==> src/rtl/byte_bus_memory.sv <==
// Word-organised memory target on the 8-bit time-multiplexed handler bus.
// Runs a 10-phase frame counter in lockstep with the handler; reads return MSB-first.
module byte_bus_memory #(
  parameter int unsigned AW = 4
) (
  input  logic       clk,
  input  logic       rst,
  input  logic [7:0] addr_byte_i,
  input  logic [7:0] wdata_byte_i,
  output logic [7:0] rdata_byte_o,
  output logic       rdata_oe_o,
  output logic [3:0] phase_o,
  output logic       wr_pulse_o,
  output logic       rd_pulse_o,
  output logic       oob_o
);

  localparam int unsigned DW         = 32;
  localparam int unsigned DEPTH      = 2 ** AW;
  localparam logic [3:0]  LAST_PHASE = 4'd9;

  logic [DW-1:0] mem [DEPTH];
  logic [DW-1:0] addr_q;
  logic [DW-1:0] wdata_q;
  logic [23:0]   rd_shift;

  logic [AW-1:0] index_c;
  logic          oob_c;
  logic [DW-1:0] rd_word_c;
  logic          unused_addr_lsb_c;

  // Word decode from the assembled byte address; the byte offset is don't-care.
  assign index_c           = addr_q[AW+1:2];
  assign oob_c             = |addr_q[DW-1:AW+2];
  assign rd_word_c         = oob_c ? '0 : mem[index_c];
  assign unused_addr_lsb_c = ^addr_q[1:0];

  always_ff @(posedge clk) begin
    if (rst) begin
      phase_o      <= '0;
      rdata_byte_o <= '0;
      rdata_oe_o   <= 1'b0;
      wr_pulse_o   <= 1'b0;
      rd_pulse_o   <= 1'b0;
      oob_o        <= 1'b0;
      addr_q       <= '0;
      wdata_q      <= '0;
      rd_shift     <= '0;
      for (int unsigned i = 0; i < DEPTH; i++) begin
        mem[i] <= '0;
      end
    end else begin
      phase_o    <= (phase_o == LAST_PHASE) ? 4'd0 : 4'(phase_o + 4'd1);
      wr_pulse_o <= 1'b0;
      rd_pulse_o <= 1'b0;

      case (phase_o)
        4'd1: begin
          addr_q[7:0]  <= addr_byte_i;
          wdata_q[7:0] <= wdata_byte_i;
        end
        4'd2: begin
          addr_q[15:8]  <= addr_byte_i;
          wdata_q[15:8] <= wdata_byte_i;
        end
        4'd3: begin
          addr_q[23:16]  <= addr_byte_i;
          wdata_q[23:16] <= wdata_byte_i;
        end
        4'd4: begin
          addr_q[31:24]  <= addr_byte_i;
          wdata_q[31:24] <= wdata_byte_i;
        end
        // Direction byte: commit a write or launch a read.
        4'd5: begin
          if (addr_byte_i[0]) begin
            if (oob_c) begin
              oob_o <= 1'b1;
            end else begin
              mem[index_c] <= wdata_q;
              wr_pulse_o   <= 1'b1;
            end
          end else begin
            rd_pulse_o   <= 1'b1;
            rdata_oe_o   <= 1'b1;
            rdata_byte_o <= rd_word_c[31:24];
            rd_shift     <= rd_word_c[23:0];
            if (oob_c) begin
              oob_o <= 1'b1;
            end
          end
        end
        // Shift only in read frames so the pins stay quiet during writes.
        4'd6, 4'd7, 4'd8: begin
          if (rdata_oe_o) begin
            rdata_byte_o <= rd_shift[23:16];
            rd_shift     <= {rd_shift[15:0], 8'h00};
          end
        end
        4'd9: begin
          rdata_byte_o <= '0;
          rdata_oe_o   <= 1'b0;
        end
        default: ;
      endcase
    end
  end

endmodule

==> config.mk <==
export PLATFORM = sky130hd
export DESIGN_NAME = byte_bus_memory
export DESIGN_NICKNAME = d
export VERILOG_FILES = /design/src/rtl/byte_bus_memory.sv
export SDC_FILE = /design/constraint.sdc
export NUM_CORES = 1
export LEC_CHECK = 0
export CORE_ASPECT_RATIO = 0.75
export CORE_UTILIZATION = 63
export DETAILED_ROUTE_END_ITERATION = 8
export GPL_TIMING_DRIVEN = 0
export PLACE_DENSITY_LB_ADDON = 0.05
export SLEW_MARGIN = 15
export SYNTH_ARGS = -nofsm -noshare
export SYNTH_HDL_FRONTEND = slang
export SYNTH_SLANG_ARGS = --single-unit
==> constraint.sdc <==
create_clock -name clk -period 5.8 [get_ports clk]
set_input_delay 0.87 -clock clk [delete_from_list [all_inputs] [get_ports clk]]
set_output_delay 0.87 -clock clk [all_outputs]
set_load 0.02 [all_outputs]
* Yosys cells after proc, flatten, opt, wreduce, memory -nomap -nowiden
Memories as Yosys holds them, arrays and structs flattened. A register that Yosys moved wholly into a read port is not among the register bits.
Index checks and enable logic that the tools add are counted.
** Word-level totals
- Register bits after elaboration :: 104
- RAM bits :: 512
- Input bits :: 18
- Output and inout port bits :: 16
- Logic and storage cells :: 63
- Memories kept :: 1
** Cells by class
- Add/sub/neg operators :: 1
- Equal/unequal tests :: 11
- Multiplexer cells :: 22
- Bitwise logic cells :: 1
- Reductions and logical operators :: 12
** Memory list
- mem :: depth 16, width 32, rd ports 1, clocked after Yosys merged registers in 1, write ports 16, RTL line 22 : logic [DW-1:0] mem [DEPTH];
** Operators by type and width (number)
- $mux 32 :: 2
- $mux 24 :: 2
- $pmux 24 s2 :: 1
- $reduce_or 32->1 :: 1
- $reduce_or 26->1 :: 1
- $pmux 8 s3 :: 1
- $eq 4x3->1 const B :: 4
- $mux 8 :: 2
- $mux 4 :: 3
- $mux 1 :: 10
- $eq 4x2->1 const B :: 2
- $eq 4x4->1 const B :: 2
- $reduce_and 3->1 :: 2
- $add 4x1->4 const B :: 1
- $eq 4x1->1 const B :: 1
- $ne 2x2->1 const B :: 2
- $reduce_and 2->1 :: 2
- $reduce_bool 2->1 :: 2
- $reduce_or 2->1 :: 2
- $reduce_bool 3->1 :: 1
- $reduce_or 3->1 :: 1
- $pmux 1 s2 :: 1
- $not 1->1 :: 1

* Logic depth before layout (Yosys ltp)
Gate-level depths: netlist of run 1.
- Depth in word-level cells :: 8
- Gate-level depth with buffers :: 9
- Depth with buffers taken out :: 7

* Worst setup path after synthesis of run 1
No wires, ideal clock.
- Kind :: reg-to-reg
- Start point :: register phase_o[0]
- End point :: memory mem[7][0] (enable)
- Setup time :: 466 ps
- Data arrival time :: 4071 ps
- Required time :: 5334 ps
- Setup slack :: 1263 ps
- Cell stages (with the launch flop) :: 8
- Buffers on the path :: 2
- Clock period less this slack :: 4537 ps
- Cells stage by stage :: dfxtp_1 -> ha_1 -> clkbuf_1 -> nand4_1 -> nor3_2 -> nand3b_1 -> clkbuf_1 -> o21ai_0
** RTL lines
- start, declared :: RTL line 12 : output logic [3:0] phase_o,
- start signal, assigned :: RTL line 53 : phase_o <= (phase_o == LAST_PHASE) ? 4'd0 : 4'(phase_o + 4'd1);
- end, declared :: RTL line 22

==> out/summary.txt, run 1 <==
Status: finished with violations
Failing checks: DRC
Gr usage total: 42.6%
Post-Route Utilization: 72.5%
Tmin final: 4.01 ns
Leakage: 9.49 nW
ANT cells: 0
Share of layout cells above drive strength 1: 13.1%
RSZ-0062 raised after global routing: false
HPWL Detailed: 58500 µm
Vias in the first global route: 18300
Post-synth EDFFs: 512
Mapped cell area: 26100 µm²
Clk root buf: clkbuf_16
Final Hold Fails: 0
First-pass GRT wire length: 124000 µm
CTS tree: yes
Clk_skew: 0.0102 ns
Hold Path End: addr_q[22]$_SDFFE_PP0N_
Setup crit end kind: flop
Worst EP required: 6.10 ns
Yosys top cell by area: edfxtp_1
Cell variety after synth: 40
CP Launch Point: rst
Synth top cells by count: 565 x nor2_1, 512 x edfxtp_1, 284 x nand2_1, 128 x mux4_2, 112 x clkbuf_1
Hold Path Class: reg -> reg
Setup ws final: 1.79 ns
Clk pin slew, worst setup/hold paths: 0.06 ns
Core area: 40800 µm²
Synthesized Nets: 2053
Wire per inst: 32.5 µm
Placed cells: 2612
IO Port Bufs: 33
Ys flop type: edfxtp_1
Clock sinks: 618
Die area: 42300 µm²
CTS Hold Buffers Added: 0
Final cycle utilization of the critical path: 69.1%
Clk buf depth: 3
Hold_ws: 0.460 ns
Postcts setup bufs: 0
Synth warn: 0
Worst Hold Depth: 2
CP Class: in -> reg
Total Wirelength: 88200 µm
Area delta synth->final: 13.3%
Antenna Nets Post-Route: 0
Max-slew violation count: 0
Critical path arrival: 4.31 ns
DR vias: 18900
Worst Max-Slew Pin Slew: 1.40 ns
Reg2reg setup slack: 1.96 ns
Asr flop ratio synth: 0%
DRT iter0 DRCs: 3547
I/O pin cnt: 34
Worst reg2reg endpoint: mem[15][25]$_SDFFCE_PN0P_
Crit Path Max Fanout: 12
Vias per cell: 6.95
Top-area cell type share of the netlist area: 58.8%
CP Launch Type: input pin
Resize count post-CTS: 0
DRT Pass-1 Iters: 9
Fill cells: 2775
Hold Crit Start: addr_q[22]$_SDFFE_PP0N_
PD cells: 330 nW/µm²
Main area contributors after synthesis: edfxtp_1 59%, mux4_2 11%, dfxtp_1 8.1%, nor2_1 8.1%, nand2_1 4.1%
Register area share after synthesis: 66.9%
Clock buffer count from CTS: 56
VDD IR max: 0.268 mV
Initial antenna violation count: 0
Global route overflow: 0
CTS H-Tree Depth: 2
Max cap viols: 0
Largest net degree at the start of global routing: 33
Number of synthesized register bits: 618
Die height: 178 µm
Gp weighted congestion: 0.962
Post-Layout Cell Count: 2716
Worst skew pair latency: 0.60 ns
Max-Slew Margin vs Limit: 6.56%
Place WS: 1.32 ns
Final setup viols: 0
Count leader, synth: nor2_1
Max Clock Freq: 249 MHz
Reg-to-Reg Start: phase_o[2]$_SDFF_PP0_
FP Rows: 64
Register-to-Register Path Depth: 10
# DRC: 1
Mean Syn Cell Area: 12.9 µm²
Post-Syn Instances: 2031
Die W: 237 µm
Initial Util: 64.0%
Nets: 2164
## state kept, by name (all words and copies together) (netlist names), 4 cells and up, named ones only
register / cells
rdata_byte_o: 8
mem: 512
addr_q: 30
wdata_q: 32
rd_shift: 24
phase_o: 4
## cells in the final DEF, fill, tap and decap left out, types with 22 or more instances in the layout
master	Yosys	layout
dfxtp_1	106	106
buf_2	27	28
clkbuf_1	112	120
clkbuf_16	0	61
a22oi_1	22	22
clkdlybuf4s50_1	0	33
nand2_1	284	284
a22o_1	25	25
nor2_1	565	564
edfxtp_1	512	512
a21oi_1	82	82
mux4_2	128	128
mux2i_1	25	25
## final cells by class
cell class              count  area, µm²  area share (%)
flip-flops and latches    618      17500            59.1
inverters                  14       52.6           0.177
plain buffers             150        598            2.02
multi-input cells        1249       8060            27.2
repair buffers             53        793            2.68
clock inverters            18        159           0.537
clock buffers              86       1780            6.03
well taps                 528        661            2.23
## critical path, cell delays in order
cell	delay, ns
clkdlybuf4s50_1	0.57
inv_1	0.41
nand4_1	0.25
nor3_2	0.44
nand3_1	0.20
clkbuf_1	0.40
o21ai_4	0.72
buf_16	0.24
buf_16	0.19
## how the worst max path moves through the flow
stage,cells after the start,end,slack [ns]
floorplan,7,mem[7][0]$_SDFFCE_PN0P_,1.26
global placement,6,mem[11][20]$_SDFFCE_PN0P_,-3.32
detailed placement,9,mem[15][25]$_SDFFCE_PN0P_,1.32
CTS,9,mem[15][25]$_SDFFCE_PN0P_,1.94
global route,9,mem[15][25]$_SDFFCE_PN0P_,1.77
finish,9,mem[15][25]$_SDFFCE_PN0P_,1.79
## routing by layer
metal	global-route usage, %	up-vias	share of wire (%)
li1	-	7511	-
met1	59.1	9240	35
met2	61.4	1824	42
met3	14.8	294	18
met4	18.9	0	5.0
met5	0	-	0
## cells by family (layout without fill, tap and decap cells)
family          count (synthesis)  after routing  share of synthesized area, %
buf+inv                       164            321                          2.48
flops                         618            618                          66.9
mux                           153            153                          12.0
xor+xnor                        1              1                        0.0335
fa+ha+maj                       4              4                         0.191
simple gates                  901            901                          13.5
compound gates                190            190                          4.88
## power breakdown
group	switching [mW]	internal, mW	total, mW
registers	0.0744	4.94	5.01
clock network	1.67	2.24	3.91
logic	0.561	0.285	0.846
total	2.30	7.47	9.77
## stage by stage
stage               TNS [ns]  power, mW  instance area (µm²)
finish                     0       9.77                29600
global route               0       9.91                29600
CTS                        0       9.69                29600
detailed placement         0       5.91                27700
global placement     -395.17       5.85                27100
floorplan                  0       5.53                26100
No activity file was read; power rests on OpenSTA's default activity.
==> run 2: changes to the inputs <==
CORE_UTILIZATION = 57   (was 63)
clock period = 3.32 ns   (was 5.8 ns; I/O delays follow)
==> run 2 against run 1 <==
Effect of this change:
- clock power increased by 85%
- via count decreased by 2.1%
- die area increased by 10%
- clock skew increased by 0.021 ns
- design area increased by 0.98%
- largest cell class unchanged
- critical endpoint is now rd_shift[23]$_SDFFE_PP0P_
- sequential power increased by 75%
- core utilization decreased by 6.0 points
- critical path type is now reg -> reg
- hold slack improved by 0.0010 ns
- the flow finishes with violations (setup timing)
- total power increased by 79%
==> out/summary.txt, run 2 (same netlist as run 1, synthesis figures left out) <==
Critical path arrival: 3.90 ns (-0.41 ns)
Clk pin slew, worst setup/hold paths: 0.07 ns (about the same)
DR vias: 18500 (-2.1%)
Final cycle utilization of the critical path: 101%
Final TNS setup: -0.0365 ns (-0.0365 ns)
Hold Path Class: reg -> reg
FF+latch area: 17500 µm² (unchanged)
RSZ-0062 raised after global routing: false
CP Launch Type: flop
Max-Slew Margin vs Limit: 19.5% (+13 points)
Crit Path Max Fanout: 10 (-2)
Die area: 46700 µm² (+10%)
DRT Pass-1 Iters: 5 (-4)
Leakage: 9.62 nW (+1.3%)
First-pass GRT wire length: 125000 µm (+0.67%)
CP max-delay cell: nor2_1
Final setup viols: 2 (+2)
Crit path largest cell delay: 1.06 ns (+0.34 ns)
Failing checks: setup timing
Share of layout cells above drive strength 1: 14.4% (+1.3 points)
Worst skew pair latency: 0.64 ns (+0.04 ns)
DRT iter0 DRCs: 2870 (-19%)
CP Class: reg -> reg
Fill cells: 3313 (+19%)
Total Wirelength: 89500 µm (+1.5%)
Setup ws final: -0.0260 ns (-1.82 ns)
Clock buffer count from CTS: 58 (+3.6%)
Clk root buf: clkbuf_16
Worst reg2reg endpoint: rd_shift[23]$_SDFFE_PP0P_
Gp weighted congestion: 0.969 (+0.79%)
Clk buf depth: 3 (unchanged)
Hold Path End: addr_q[17]$_SDFFE_PP0N_
Largest register FFs: 512 (unchanged)
Initial antenna violation count: 1 (+1)
Global route overflow: 0 (unchanged)
# DRC: 0 (-1)
Worst Hold Depth: 2 (unchanged)
Reg2reg setup slack: -0.03 ns (-1.99 ns)
CP bufs+invs: 2 (-3)
IO Port Bufs: 33 (unchanged)
Top Registers: mem: 512 flops, wdata_q: 32 flops, addr_q: 30 flops
Max cap viols: 0 (unchanged)
Register-to-Register Path Depth: 7 (-3)
Worst Max-Slew Pin Slew: 1.20 ns (-0.194 ns)
Clock sinks: 618 (unchanged)
Core area: 44900 µm² (+10%)
Status: finished with violations
CTS H-Tree Depth: 2 (unchanged)
Die W: 249 µm (+5.1%)
Vias in the first global route: 18000 (-1.9%)
Area delta synth->final: 14.4%
Vias per cell: 6.63 (-4.5%)
PD cells: 585 nW/µm² (+77%)
I/O pin cnt: 34 (unchanged)
FP Rows: 67 (+4.7%)
Die height: 187 µm (+5.1%)
HPWL Detailed: 57900 µm (-0.99%)
Wire per inst: 32.1 µm (-0.99%)
Initial Util: 58.2% (-5.8 points)
CTS Hold Buffers Added: 0 (unchanged)
Largest Register: mem
Antenna Nets Post-Route: 0 (unchanged)
Gr usage total: 38.7% (-3.9 points)
Nets: 2170 (+0.28%)
VDD IR max: 0.477 mV (+78%)
Setup crit end kind: flop
Tmin final: 3.35 ns
Max-slew violation count: 0 (unchanged)
ANT cells: 0 (unchanged)
Final Hold Fails: 0 (unchanged)
CTS tree: yes
Crit path cell chain: clkbuf_1, nor2_1, clkbuf_1, a22oi_1, nand2_1, a2bb2oi_1, nor2_1
Area of the multi-input gates: 8140 µm² (+0.95%)
Commonest non-fill, non-tap cell in the layout: nor2_1
Clk_skew: 0.0309 ns (+0.0207 ns)
Largest net degree at the start of global routing: 33 (unchanged)
Hold Crit Start: addr_q[17]$_SDFFE_PP0N_
Top delay family on crit path: simple AND/OR/NAND/NOR gates
Worst EP required: 3.87 ns (-2.23 ns)
Max Clock Freq: 299 MHz
Place WS: -0.820 ns (-2.14 ns)
Most frequent cells in the layout: 564 x nor2_1, 512 x edfxtp_1, 284 x nand2_1
==> run 2: cell types whose count changed in the layout (fill, tap and decap cells not counted), sizes merged <==
cell	delta
bufinv	+6
clkinv	-1
a21o	+1
clkbuf	+2
buf	-1
clkinvlp	+2
clkdlybuf4s15	+1
==> run 2: area by class of cell <==
type                       instances  area share [%]
timing repair buffer              58            2.67
inverter                          14           0.176
buffer                           148            2.08
clock buffer                      85            5.70
clock inverter                    25            1.18
sequential                       618            58.5
tap                              586            2.45
multi-input combinational       1250            27.2
==> run 2: through the flow <==
| step | hold slack [ns] | instance area [µm²] | instances | utilization (%) | power, mW |
|---|---|---|---|---|---|
| after detailed placement | 0.448 | 27700 | 2664 | 61.5 | 10.3 |
| after floorplan | 0.436 | 26200 | 2031 | - | 9.67 |
| after global routing | 0.482 | 29900 | 2784 | 66.5 | 17.8 |
| after global placement | 0.441 | 27200 | 2650 | 60.6 | 10.2 |
| final | 0.461 | 29900 | 2784 | 66.5 | 17.5 |
| after CTS | 0.456 | 29800 | 2782 | 66.4 | 17.4 |
==> run 2: power breakdown <==
part	internal [mW]	total, mW	switching [mW]
Clock	4.26	7.24	2.98
Combinational	0.516	1.50	0.985
Sequential	8.63	8.75	0.125
==> run 2: how the worst max path moves through the flow <==
stage,endpoint,cells after the start
final,rd_shift[23]$_SDFFE_PP0P_,7
after floorplan,mem[7][0]$_SDFFCE_PN0P_,7
after global routing,rd_shift[11]$_SDFFE_PP0P_,8
after CTS,mem[10][24]$_SDFFCE_PN0P_,9
after detailed placement,mem[11][12]$_SDFFCE_PN0P_,9
after global placement,mem[11][12]$_SDFFCE_PN0P_,7
==> run 2: timing repair <==
item                                    4_1_cts  5_1_grt
pin swaps                                     4        2
resized for setup                             4       46
endpoints found under the setup margin      118      430
cloned                                        0        1
setup buffers                                 8        3
==> run 2: worst register-to-register path: stages, from the launching register on <==
cell and delay, ns:
dfxtp_1 0.30, clkbuf_1 0.40, nor2_1 1.06, clkbuf_1 0.87, a22oi_1 0.22, nand2_1 0.21
a2bb2oi_1 0.10, nor2_1 0.12
==> run 2: layer usage <==
layer	track usage [%]	routed length, µm
met1	53.6	33400
met2	55.1	37800
met3	13.9	13800
met4	17.9	4310
met5	0	135
